File: config.mk
export PLATFORM = sky130hd
export DESIGN_NAME = des_cbc_sequencer
export DESIGN_NICKNAME = d
export VERILOG_FILES = /design/src/rtl/des_cbc_sequencer.sv
export SDC_FILE = /design/constraint.sdc
export NUM_CORES = 1
export LEC_CHECK = 0
export ABC_AREA = 0
export BUFFER_PORTS_ARGS = -buffer_cell sky130_fd_sc_hd__buf_2
export CORE_AREA = 2 2 183 185
export DETAILED_ROUTE_END_ITERATION = 8
export DIE_AREA = 0 0 185 187
export MAX_ROUTING_LAYER = met4
export PLACE_DENSITY_LB_ADDON = 0.1
export SYNTH_ARGS = -nofsm -noshare
export SYNTH_HDL_FRONTEND = slang
export SYNTH_SLANG_ARGS = --single-unit
File: constraint.sdc
create_clock -name clk -period 7.5 [get_ports clk]
set_input_delay 1.5 -clock clk [delete_from_list [all_inputs] [get_ports clk]]
set_output_delay 1.5 -clock clk [all_outputs]
set_load 0.05 [all_outputs]
File: src/rtl/des_cbc_sequencer.sv
// des_cbc_sequencer: block-mode front end for DES_core with CBC chaining and a completion watchdog.
// Build option: define DES_CBC_EN for CBC chaining; the default build is ECB only.
module des_cbc_sequencer #(
    parameter int TIMEOUT_CYCLES = 64,
    parameter int TO_W           = 8
) (
    input  logic        clk,
    input  logic        rst,
    input  logic        start,
    input  logic        decrypt,
    input  logic        cbc_mode,
    input  logic [63:0] key_in,
    input  logic [63:0] iv_in,
    input  logic        in_valid,
    output logic        in_ready,
    input  logic [63:0] in_data,
    input  logic        in_last,
    output logic        out_valid,
    input  logic        out_ready,
    output logic [63:0] out_data,
    output logic        out_last,
    output logic        des_encipher_en,
    output logic        des_decipher_en,
    output logic [63:0] des_data,
    output logic [63:0] des_key_in,
    input  logic        desc_ready,
    input  logic [63:0] desc_result,
    output logic        busy,
    output logic        timeout_err,
    output logic [2:0]  state_dbg
);

    // Handshakes: a beat transfers on any rising clk edge where valid && ready.
    // in_ready is high only in LOAD and out_valid only in OUTPUT, so they never overlap;
    // out_data/out_last stay frozen while out_valid waits for out_ready.

    localparam logic [2:0] S_IDLE   = 3'd0;
    localparam logic [2:0] S_LOAD   = 3'd1;
    localparam logic [2:0] S_LAUNCH = 3'd2;
    localparam logic [2:0] S_WAIT   = 3'd3;
    localparam logic [2:0] S_OUTPUT = 3'd4;

    // Last watchdog value checked in WAIT; timeout_err becomes visible TIMEOUT_CYCLES after launch.
    localparam logic [TO_W-1:0] TO_LAST = TO_W'(TIMEOUT_CYCLES - 2);

    logic [2:0]      state;
    logic [63:0]     key_q;
    logic [63:0]     des_data_q;
    logic [63:0]     res_q;
    logic            res_last_q;
    logic            dec_q;
    logic            last_q;
    logic            rdy_q;
    logic            terr_q;
    logic [TO_W-1:0] wd_q;
    logic [63:0]     chain_mask;
    logic            core_done;
    logic [63:0]     load_data;
    logic [63:0]     res_next;

    assign core_done = desc_ready && !rdy_q;

`ifdef DES_CBC_EN
    logic        cbc_q;
    logic [63:0] chain_q;

    assign chain_mask = cbc_q ? chain_q : 64'd0;

    // In decipher the captured ciphertext is des_data_q itself, so it becomes the next chain value.
    always_ff @(posedge clk or posedge rst) begin
        if (rst) begin
            cbc_q   <= 1'b0;
            chain_q <= 64'd0;
        end else if (state == S_IDLE && start) begin
            cbc_q   <= cbc_mode;
            chain_q <= iv_in;
        end else if (state == S_WAIT && core_done) begin
            chain_q <= dec_q ? des_data_q : desc_result;
        end
    end
`else
    logic unused_cbc;
    assign unused_cbc = ^{cbc_mode, iv_in};
    assign chain_mask = 64'd0;
`endif

    always_comb begin
        load_data = in_data;
        res_next  = desc_result;
        if (!dec_q) begin
            load_data = in_data ^ chain_mask;
        end else begin
            res_next = desc_result ^ chain_mask;
        end
    end

    always_ff @(posedge clk or posedge rst) begin
        if (rst) begin
            state      <= S_IDLE;
            key_q      <= 64'd0;
            des_data_q <= 64'd0;
            res_q      <= 64'd0;
            res_last_q <= 1'b0;
            dec_q      <= 1'b0;
            last_q     <= 1'b0;
            rdy_q      <= 1'b0;
            terr_q     <= 1'b0;
            wd_q       <= '0;
        end else begin
            rdy_q <= desc_ready;
            case (state)
                S_IDLE: begin
                    if (start) begin
                        key_q  <= key_in;
                        dec_q  <= decrypt;
                        terr_q <= 1'b0;
                        state  <= S_LOAD;
                    end
                end
                S_LOAD: begin
                    if (in_valid) begin
                        des_data_q <= load_data;
                        last_q     <= in_last;
                        state      <= S_LAUNCH;
                    end
                end
                S_LAUNCH: begin
                    wd_q  <= '0;
                    state <= S_WAIT;
                end
                S_WAIT: begin
                    // A completion edge wins over a watchdog expiry in the same cycle.
                    if (core_done) begin
                        res_q      <= res_next;
                        res_last_q <= last_q;
                        state      <= S_OUTPUT;
                    end else if (wd_q == TO_LAST) begin
                        terr_q <= 1'b1;
                        state  <= S_IDLE;
                    end else begin
                        wd_q <= wd_q + 1'b1;
                    end
                end
                S_OUTPUT: begin
                    if (out_ready) begin
                        state <= last_q ? S_IDLE : S_LOAD;
                    end
                end
                default: state <= S_IDLE;
            endcase
        end
    end

    assign in_ready        = (state == S_LOAD);
    assign out_valid       = (state == S_OUTPUT);
    assign out_data        = res_q;
    assign out_last        = res_last_q;
    assign des_encipher_en = (state == S_LAUNCH) && !dec_q;
    assign des_decipher_en = (state == S_LAUNCH) && dec_q;
    assign des_data        = des_data_q;
    assign des_key_in      = key_q;
    assign busy            = (state != S_IDLE);
    assign timeout_err     = terr_q;
    assign state_dbg       = state;

endmodule

==> parameters.txt, run 1 <==
Parameter                              Value

Status
  Outcome ... complete, no violations

Synthesis
  Synthesis Warnings ... 0
  Number of cells produced by synthesis ... between 500 and 600
  Summed instance area of the synthesized netlist ... 8060 um2
  Register area share after synthesis ... between 60% and 70%
  Flip-flop and latch count after synthesis ... 208
  Yosys cell types ... 35
  Synthesized area per cell ... 16.0 um2
  Post-synth net total ... 769

Critical path
  Crit end category ... output port
  Worst EP required ... roughly 6000 ps
  Arrival time at the worst endpoint ... 2110 ps
  Max FO, Critical Path ... 11
  Crit Path Class ... reg -> out
  Critical path startpoint category ... flop

Finish
  Area added between synthesis and finish ... 41.9%
  Final standard cell count with taps included and fillers excluded ... 1382
  Proportion of layout cells with a drive suffix above 1 ... 66.8%
  Final layout net count ... between 1000 and 1500

CTS
  Number of hold-repair buffers added at the cts stage ... 0
  Worst-Skew Late Latency ... approximately 520 ps
  Clock-pin transition on the worst setup and hold timing paths ... 60 ps
  Number of H-tree levels ... 1
  Post-CTS Repair Setup Buffers ... 0
  Total of cells resized after clock tree synthesis ... 0
  TritonCTS Sinks ... roughly 210
  Root cell of the clock tree ... sky130_fd_sc_hd__clkbuf_16
  CTS Buffer Depth ... 3
  CTS Buf Count ... 26
  Clock tree from TritonCTS ... done

Run
  Max cap viols ... 0

Route
  Number of vias after detailed routing ... 5671
  DRC violation total after the first TritonRoute iteration ... around 180
  Average detailed-routed wire length per instance ... 15.7 um
  Total length of routed wires ... around 22 mm
  Number of remaining DRC errors ... 0
  Via density per instance ... 4.10
  Number of search-and-repair iterations in the first detailed-routing pass ... 4
  Post-route antenna net violation count ... 0

Floorplanning
  Die Y-Extent ... 187 um
  IO Count ... 467
  Core Rows ... between 60 and 70
  Die area ... 34600 um2
  Starting density of the core ... 24.5%
  Overall die width ... 185 um
  Placeable core region ... ~33000 um2

Placement
  Number of placed instances with taps included ... 1332
  # port buffers ... 401
  Final weighted congestion in routability-driven placement ... 0.692
  Final HPWL from detailed placement ... roughly 15 mm

Timing
  Worst clock skew ... 5.07 ps
  Final Max Tran Viols ... 0
  Share of the cycle needed by the critical path after routing ... 48.1%
  Max-slew headroom ... 35.9%
  Final-report setup violation count ... 0
  Final critical-path required period ... roughly 3600 ps
  Final Hold Violating Endpoints ... 0
  Transition time at the pin with the least slew margin ... 961 ps
  Post-route setup TNS ... 0 ps
  F_max ... 277 MHz
  Setup repair after global routing missed its margin ... no

Global route
  Antenna violations before repair ... 1
  Pin count of the biggest net entering global routing ... 98
  GRT Total Usage ... 12.4%
  Vias in the first global route ... 5783
  First-pass GRT wire length ... ~33 mm
  Overflow left after global routing ... 0

Worst hold path
  Worst min-delay path category ... reg -> reg
cells by family (layout without fill, tap and decap cells):
group	Yosys count	in the layout	share of synthesized area, %
AO/OA/AOI/OAI	18	18	1.60
multiplexers	196	196	27.4
buffers and inverters	32	462	3.06
AND/OR/NAND/NOR	46	46	3.06
other	0	2	0
adder cells (fa/ha/maj)	2	2	0.311
flip-flops	208	208	64.6
registers in the layout, indices dropped and copies added, names as in the netlist:
signal	flops
dec_q	1
des_data	64
des_key_in	64
last_q	1
out_data	64
out_last	1
rdy_q	1
state_dbg	3
timeout_err	1
wd_q	8
final timing paths:
check | from | end | slack, ps | cells after the start
min in group asynchronous | rst | des_key_in[62]$_DFFE_PP0P_ | 1100 | 2
worst min-delay path | des_key_in[17]$_DFFE_PP0P_ | des_key_in[17]$_DFFE_PP0P_ | 480 | 1
max in group asynchronous | rst | des_data[47]$_DFFE_PP0P_ | 5040 | 3
worst min register to register | des_key_in[17]$_DFFE_PP0P_ | des_key_in[17]$_DFFE_PP0P_ | 480 | 1
worst max register to register | state_dbg[2]$_DFFE_PP0P_ | out_data[39]$_DFFE_PP0P_ | 4620 | 4
worst max-delay path | state_dbg[2]$_DFFE_PP0P_ | des_decipher_en | 3890 | 4
worst max-delay path: stages, from the launching register on:
cell and delay [ps]:
sky130_fd_sc_hd__dfrtp_1 500, sky130_fd_sc_hd__nand2b_1 310, sky130_fd_sc_hd__nand2b_1 340, sky130_fd_sc_hd__nor2_1 150, sky130_fd_sc_hd__buf_2 290
cells in the mapped netlist:
master | number | area, um2
sky130_fd_sc_hd__dfrtp_1 | 208 | 5200
sky130_fd_sc_hd__mux2_2 | 166 | 1870
sky130_fd_sc_hd__mux2_1 | 27 | 304
sky130_fd_sc_hd__nand2_1 | 12 | 45.0
sky130_fd_sc_hd__buf_4 | 8 | 60.1
sky130_fd_sc_hd__inv_1 | 8 | 30.0
sky130_fd_sc_hd__nor2_1 | 8 | 30.0
sky130_fd_sc_hd__buf_2 | 7 | 35.0
sky130_fd_sc_hd__o21ai_0 | 7 | 35.0
sky130_fd_sc_hd__nand3_1 | 6 | 30.0
sky130_fd_sc_hd__buf_6 | 5 | 56.3
sky130_fd_sc_hd__buf_8 | 3 | 45.0
sky130_fd_sc_hd__mux2i_1 | 3 | 30.0
sky130_fd_sc_hd__nand2b_1 | 3 | 18.8
sky130_fd_sc_hd__nand4_1 | 3 | 18.8
sky130_fd_sc_hd__o211ai_1 | 3 | 22.5
sky130_fd_sc_hd__or4_1 | 3 | 22.5
sky130_fd_sc_hd__and3_1 | 2 | 12.5
sky130_fd_sc_hd__ha_1 | 2 | 25.0
sky130_fd_sc_hd__nor3_1 | 2 | 10.0
sky130_fd_sc_hd__o311ai_0 | 2 | 17.5
sky130_fd_sc_hd__a21o_1 | 1 | 7.51
sky130_fd_sc_hd__a21oi_1 | 1 | 5.00
sky130_fd_sc_hd__a22oi_1 | 1 | 7.51
sky130_fd_sc_hd__buf_12 | 1 | 20.0
sky130_fd_sc_hd__nand3b_1 | 1 | 7.51
sky130_fd_sc_hd__nor2_4 | 1 | 11.3
sky130_fd_sc_hd__nor2b_1 | 1 | 6.26
sky130_fd_sc_hd__nor3b_1 | 1 | 7.51
sky130_fd_sc_hd__nor4_1 | 1 | 6.26
sky130_fd_sc_hd__o21ai_4 | 1 | 16.3
sky130_fd_sc_hd__o31a_1 | 1 | 8.76
sky130_fd_sc_hd__o41ai_1 | 1 | 8.76
sky130_fd_sc_hd__or3_4 | 1 | 11.3
sky130_fd_sc_hd__or3b_2 | 1 | 8.76
metal layers:
metal  track usage (%)  part of all wire, %
met5                 -                    0
met4              3.45                  2.6
met3              4.46                   10
met2              20.2                   47
met1              14.5                   40
per-stage QoR:
stage               hold slack (ps)  worst slack, ps  util [%]  instance area, um2
floorplan                       438              319         -                8060
global placement                462             3740      31.8               10500
detailed placement              469             3730      31.8               10500
CTS                             482             3840      34.8               11400
global route                    498             3700      34.8               11400
finish                          476             3890      34.8               11400
cell usage in the layout, fill, tap and decap left out, types with 3 or more instances in the layout:
| cell type | n |
|---|---|
| sky130_fd_sc_hd__or4_1 | 3 |
| sky130_fd_sc_hd__clkbuf_8 | 13 |
| sky130_fd_sc_hd__mux2_2 | 166 |
| sky130_fd_sc_hd__nand3_1 | 6 |
| sky130_fd_sc_hd__mux2_1 | 27 |
| sky130_fd_sc_hd__clkbuf_16 | 27 |
| sky130_fd_sc_hd__buf_4 | 5 |
| sky130_fd_sc_hd__nor2_1 | 7 |
| sky130_fd_sc_hd__nand2_1 | 12 |
| sky130_fd_sc_hd__o211ai_1 | 3 |
| sky130_fd_sc_hd__nand2b_1 | 3 |
| sky130_fd_sc_hd__inv_1 | 7 |
| sky130_fd_sc_hd__bufinv_16 | 3 |
| sky130_fd_sc_hd__buf_2 | 401 |
| sky130_fd_sc_hd__mux2i_1 | 3 |
| sky130_fd_sc_hd__dfrtp_1 | 208 |
| sky130_fd_sc_hd__o21ai_0 | 7 |
| sky130_fd_sc_hd__clkbuf_1 | 4 |
| sky130_fd_sc_hd__nand4_1 | 3 |
area by class of cell:
class / count / area [um2]
multi-input cells: 262 / 2620
clock inverters: 4 / 95.1
fillers: 3381 / 21400
diodes: 2 / 5.00
repair buffers: 406 / 2040
inverters: 8 / 37.5
well taps: 448 / 561
flip-flops and latches: 208 / 5200
clock buffers: 44 / 870
Power of run 1 is left out: the tool's default activity adds up to more than one toggle a clock period on the data nets, which glitch-free logic cannot reach.
==> inputs of run 2 (changes only) <==
ABC_AREA = 1   (was 0)
CORE_AREA = 2 2 182 184   (was 2 2 183 185)
DIE_AREA = 0 0 184 186   (was 0 0 185 187)
clock period = 3.4 ns   (was 7.5 ns; I/O delays follow)
==> parameters.txt, run 2 <==
Parameter                              Value

Timing
  Worst setup slack after layout ... 636 ps (-3260 ps)
  Max-slew headroom ... 49.0% (+13 points)
  Transition time at the pin with the least slew margin ... 764 ps (-197 ps)
  Setup repair after global routing missed its margin ... no
  Post-route setup TNS ... 0 ps (unchanged)
  Worst clock skew ... 11.1 ps (+6.05 ps)
  Final-report setup violation count ... 0 (unchanged)
  Share of the cycle needed by the critical path after routing ... 81.3%
  Final critical-path required period ... 2760 ps
  Final Hold Violating Endpoints ... 0 (unchanged)
  Final Max Tran Viols ... 0 (unchanged)
  F_max ... 362 MHz

Finish
  Commonest non-fill, non-tap cell in the layout ... sky130_fd_sc_hd__buf_2
  Most frequent cells in the layout ... sky130_fd_sc_hd__buf_2, sky130_fd_sc_hd__nand2_1, sky130_fd_sc_hd__dfrtp_1, sky130_fd_sc_hd__nand3_1, sky130_fd_sc_hd__mux2_4
  Proportion of layout cells with a drive suffix above 1 ... 42.9% (-24 points)
  Final standard cell count with taps included and fillers excluded ... 1643 (+19%)
  Filler Cell Count ... 3376 (-0.15%)
  Area added between synthesis and finish ... 39.6%
  Final layout net count ... 1478 (+25%)

Global route
  Antenna violations before repair ... 4 (+3)
  Pin count of the biggest net entering global routing ... 82 (-16%)
  First-pass GRT wire length ... 39.0 mm (+19%)
  Vias in the first global route ... 6840 (+18%)
  GRT Total Usage ... 14.9% (+2.5 points)
  Overflow left after global routing ... 0 (unchanged)

Synthesis
  Area share of fa/ha/maj cells after synthesis ... 0.297% (-0.014 points)
  Basic-gate share of the synthesized area counting and, or, nand and nor cells ... 23.3% (+20 points)
  Cells taking the most area after synthesis ... sky130_fd_sc_hd__dfrtp_1, sky130_fd_sc_hd__nand2_1, sky130_fd_sc_hd__nand3_1
  Synthesized area per cell ... 10.3 um2 (-36%)
  Most used DFF post-synth ... sky130_fd_sc_hd__dfrtp_1
  Commonest cells post-synth ... sky130_fd_sc_hd__nand2_1, sky130_fd_sc_hd__dfrtp_1, sky130_fd_sc_hd__nand3_1
  Yosys cell types ... 27 (-23%)
  Count leader, synth ... sky130_fd_sc_hd__nand2_1
  Summed instance area of the synthesized netlist ... 8420 um2 (+4.6%)
  Flip-flop and latch count after synthesis ... 208 (unchanged)
  Register area share after synthesis ... 61.8% (-2.8 points)
  Compound-gate portion of the synthesized area ... 0.639% (-0.96 points)
  Synthesis Warnings ... 0 (unchanged)
  Area share of the leading cell type in the synthesized netlist ... 61.8% (-2.8 points)
  Fraction of registers with async set/reset ... 100% (unchanged)
  Number of cells produced by synthesis ... 821 (+64%)
  Post-synth net total ... 1088 (+41%)
  Number of enable flip-flop cells after synthesis ... 0 (unchanged)
  Combinational family with the most area after synthesis ... simple AND/OR/NAND/NOR gates
  Mux contribution to synthesized area ... 9.89% (-17 points)
  Share of the synthesized netlist area taken by xor and xnor gates ... 0.104% (+0.10 points)
  Cell taking the most area after synthesis ... sky130_fd_sc_hd__dfrtp_1

CTS
  TritonCTS Sinks ... 208 (unchanged)
  Root cell of the clock tree ... sky130_fd_sc_hd__clkbuf_16
  Worst-Skew Late Latency ... 530 ps (about the same)
  Total of cells resized after clock tree synthesis ... 0 (unchanged)
  Number of hold-repair buffers added at the cts stage ... 0 (unchanged)
  Clock tree from TritonCTS ... done
  Post-CTS Repair Setup Buffers ... 0 (unchanged)
  Number of H-tree levels ... 1 (unchanged)
  CTS Buffer Depth ... 3 (unchanged)
  Clock-pin transition on the worst setup and hold timing paths ... 60 ps (about the same)
  CTS Buf Count ... 26 (unchanged)

Power
  Total power ... 14.7 mW
  Peak supply drop ... 0.468 mV
  Power density over the cells ... 1250 nW/um2
  Leak ... 6.55 nW

Critical path
  Maximum single-stage delay on the critical path ... 450 ps (-50 ps)
  Launching point of the worst reg2reg path ... state_dbg[2]$_DFFE_PP0P_
  Max FO, Critical Path ... 11 (unchanged)
  Worst EP required ... 2720 ps (-3280 ps)
  Flop-to-flop setup slack ... 1300 ps (-3320 ps)
  Crit end category ... output port
  Cell depth of the worst flop-to-flop path ... 9 (+5)
  Crit-path cells ... inv_2, nand3_1, nor2_1, buf_2
  Capturing point of the worst reg2reg path ... timeout_err$_DFFE_PP0P_
  Crit Path Class ... reg -> out
  Critical path startpoint category ... flop
  Slowest CP cell ... sky130_fd_sc_hd__dfrtp_1
  Arrival time at the worst endpoint ... 2080 ps (-30 ps)
  Worst setup startpoint ... state_dbg[2]$_DFFE_PP0P_
  Capturing instance or port of the critical path ... des_encipher_en

Placement
  Number of placed instances with taps included ... 1591 (+19%)
  Final HPWL from detailed placement ... 17.8 mm (+16%)
  Pre-CTS setup slack ... 1170 ps (-2550 ps)
  # port buffers ... 401 (unchanged)
  Final weighted congestion in routability-driven placement ... 0.726 (+4.9%)

Route
  Number of vias after detailed routing ... 7038 (+24%)
  DRC violation total after the first TritonRoute iteration ... 277 (+55%)
  Post-route antenna net violation count ... 0 (unchanged)
  Via density per instance ... 4.28 (+4.4%)
  Number of search-and-repair iterations in the first detailed-routing pass ... 4 (unchanged)
  Total length of routed wires ... 26.0 mm (+20%)
  Average detailed-routed wire length per instance ... 15.8 um (+0.87%)
  Number of remaining DRC errors ... 0 (unchanged)

Floorplanning
  Starting density of the core ... 26.1% (+1.6 points)
  Placeable core region ... 32200 um2 (-2.0%)
  IO Count ... 467 (unchanged)
  Die Y-Extent ... 186 um (-0.53%)
  Overall die width ... 184 um (-0.54%)
  Die area ... 34200 um2 (-1.1%)
  Core Rows ... 66 (-1.5%)

Status
  Outcome ... complete, no violations

Worst hold path
  Worst min-delay path category ... in -> async

Run
  Max cap viols ... 0 (unchanged)
-- run 2: where the power goes --
group | switching (mW) | total (mW) | internal (mW)
Sequential | 0.563 | 4.18 | 3.62
Combinational | 5.87 | 7.68 | 1.80
Clock | 1.12 | 2.88 | 1.76
Total | 7.55 | 14.7 | 7.18
-- run 2: metal layers --
metal,global-route usage [%],wire [um],vias to the layer above
met5,-,0,-
met4,3.68,493,0
met3,4.42,2060,31
met2,23.5,12100,250
met1,18.9,11300,3298
li1,-,-,3459
-- run 2: kinds of logic (layout without fill, tap and decap cells) --
family	after synthesis	in the layout
xor+xnor	1	1
flops	208	208
buf+inv	70	480
simple gates	466	466
mux	64	64
compound gates	10	10
fa+ha+maj	2	2
other cells	0	4
-- run 2: how the worst min path moves through the flow --
stage	from	to	slack [ps]	depth (start not counted)
global placement	des_data[52]$_DFFE_PP0P_	des_data[52]$_DFFE_PP0P_	450	2
floorplan	last_q$_DFFE_PP0P_	last_q$_DFFE_PP0P_	500	2
global route	desc_ready	rdy_q$_DFF_PP0_	260	1
detailed placement	des_data[5]$_DFFE_PP0P_	des_data[5]$_DFFE_PP0P_	450	2
finish	rst	des_key_in[53]$_DFFE_PP0P_	280	2
CTS	desc_ready	rdy_q$_DFF_PP0_	250	1
-- run 2: stage by stage --
step	utilization, %	instance area, um2	hold WS, ps
detailed placement	33.7	10900	453
finish	36.5	11800	278
global placement	33.7	10900	449
floorplan	-	8430	504
CTS	36.5	11800	249
global route	36.5	11800	259
-- run 2: critical path, delay by kind of cell, from the launching register on --
kind	cells	cell delay, ps
AND/OR/NAND/NOR	2	620
buffers and inverters	2	470
flip-flops	1	450
-- run 2: layout make-up --
cell class / count / area, um2 / share of cell area [%]
Multi-Input combinational cell: 543 / 2910 / 24.8
Clock buffer: 32 / 734 / 6.25
Inverter: 19 / 75.1 / 0.638
Tap cell: 408 / 510 / 4.34
Sequential cell: 208 / 5200 / 44.3
Timing Repair Buffer: 413 / 2150 / 18.3
Clock inverter: 16 / 165 / 1.40
Antenna cell: 4 / 10.0 / 0.0851
No activity file was read; power rests on OpenSTA's default activity.
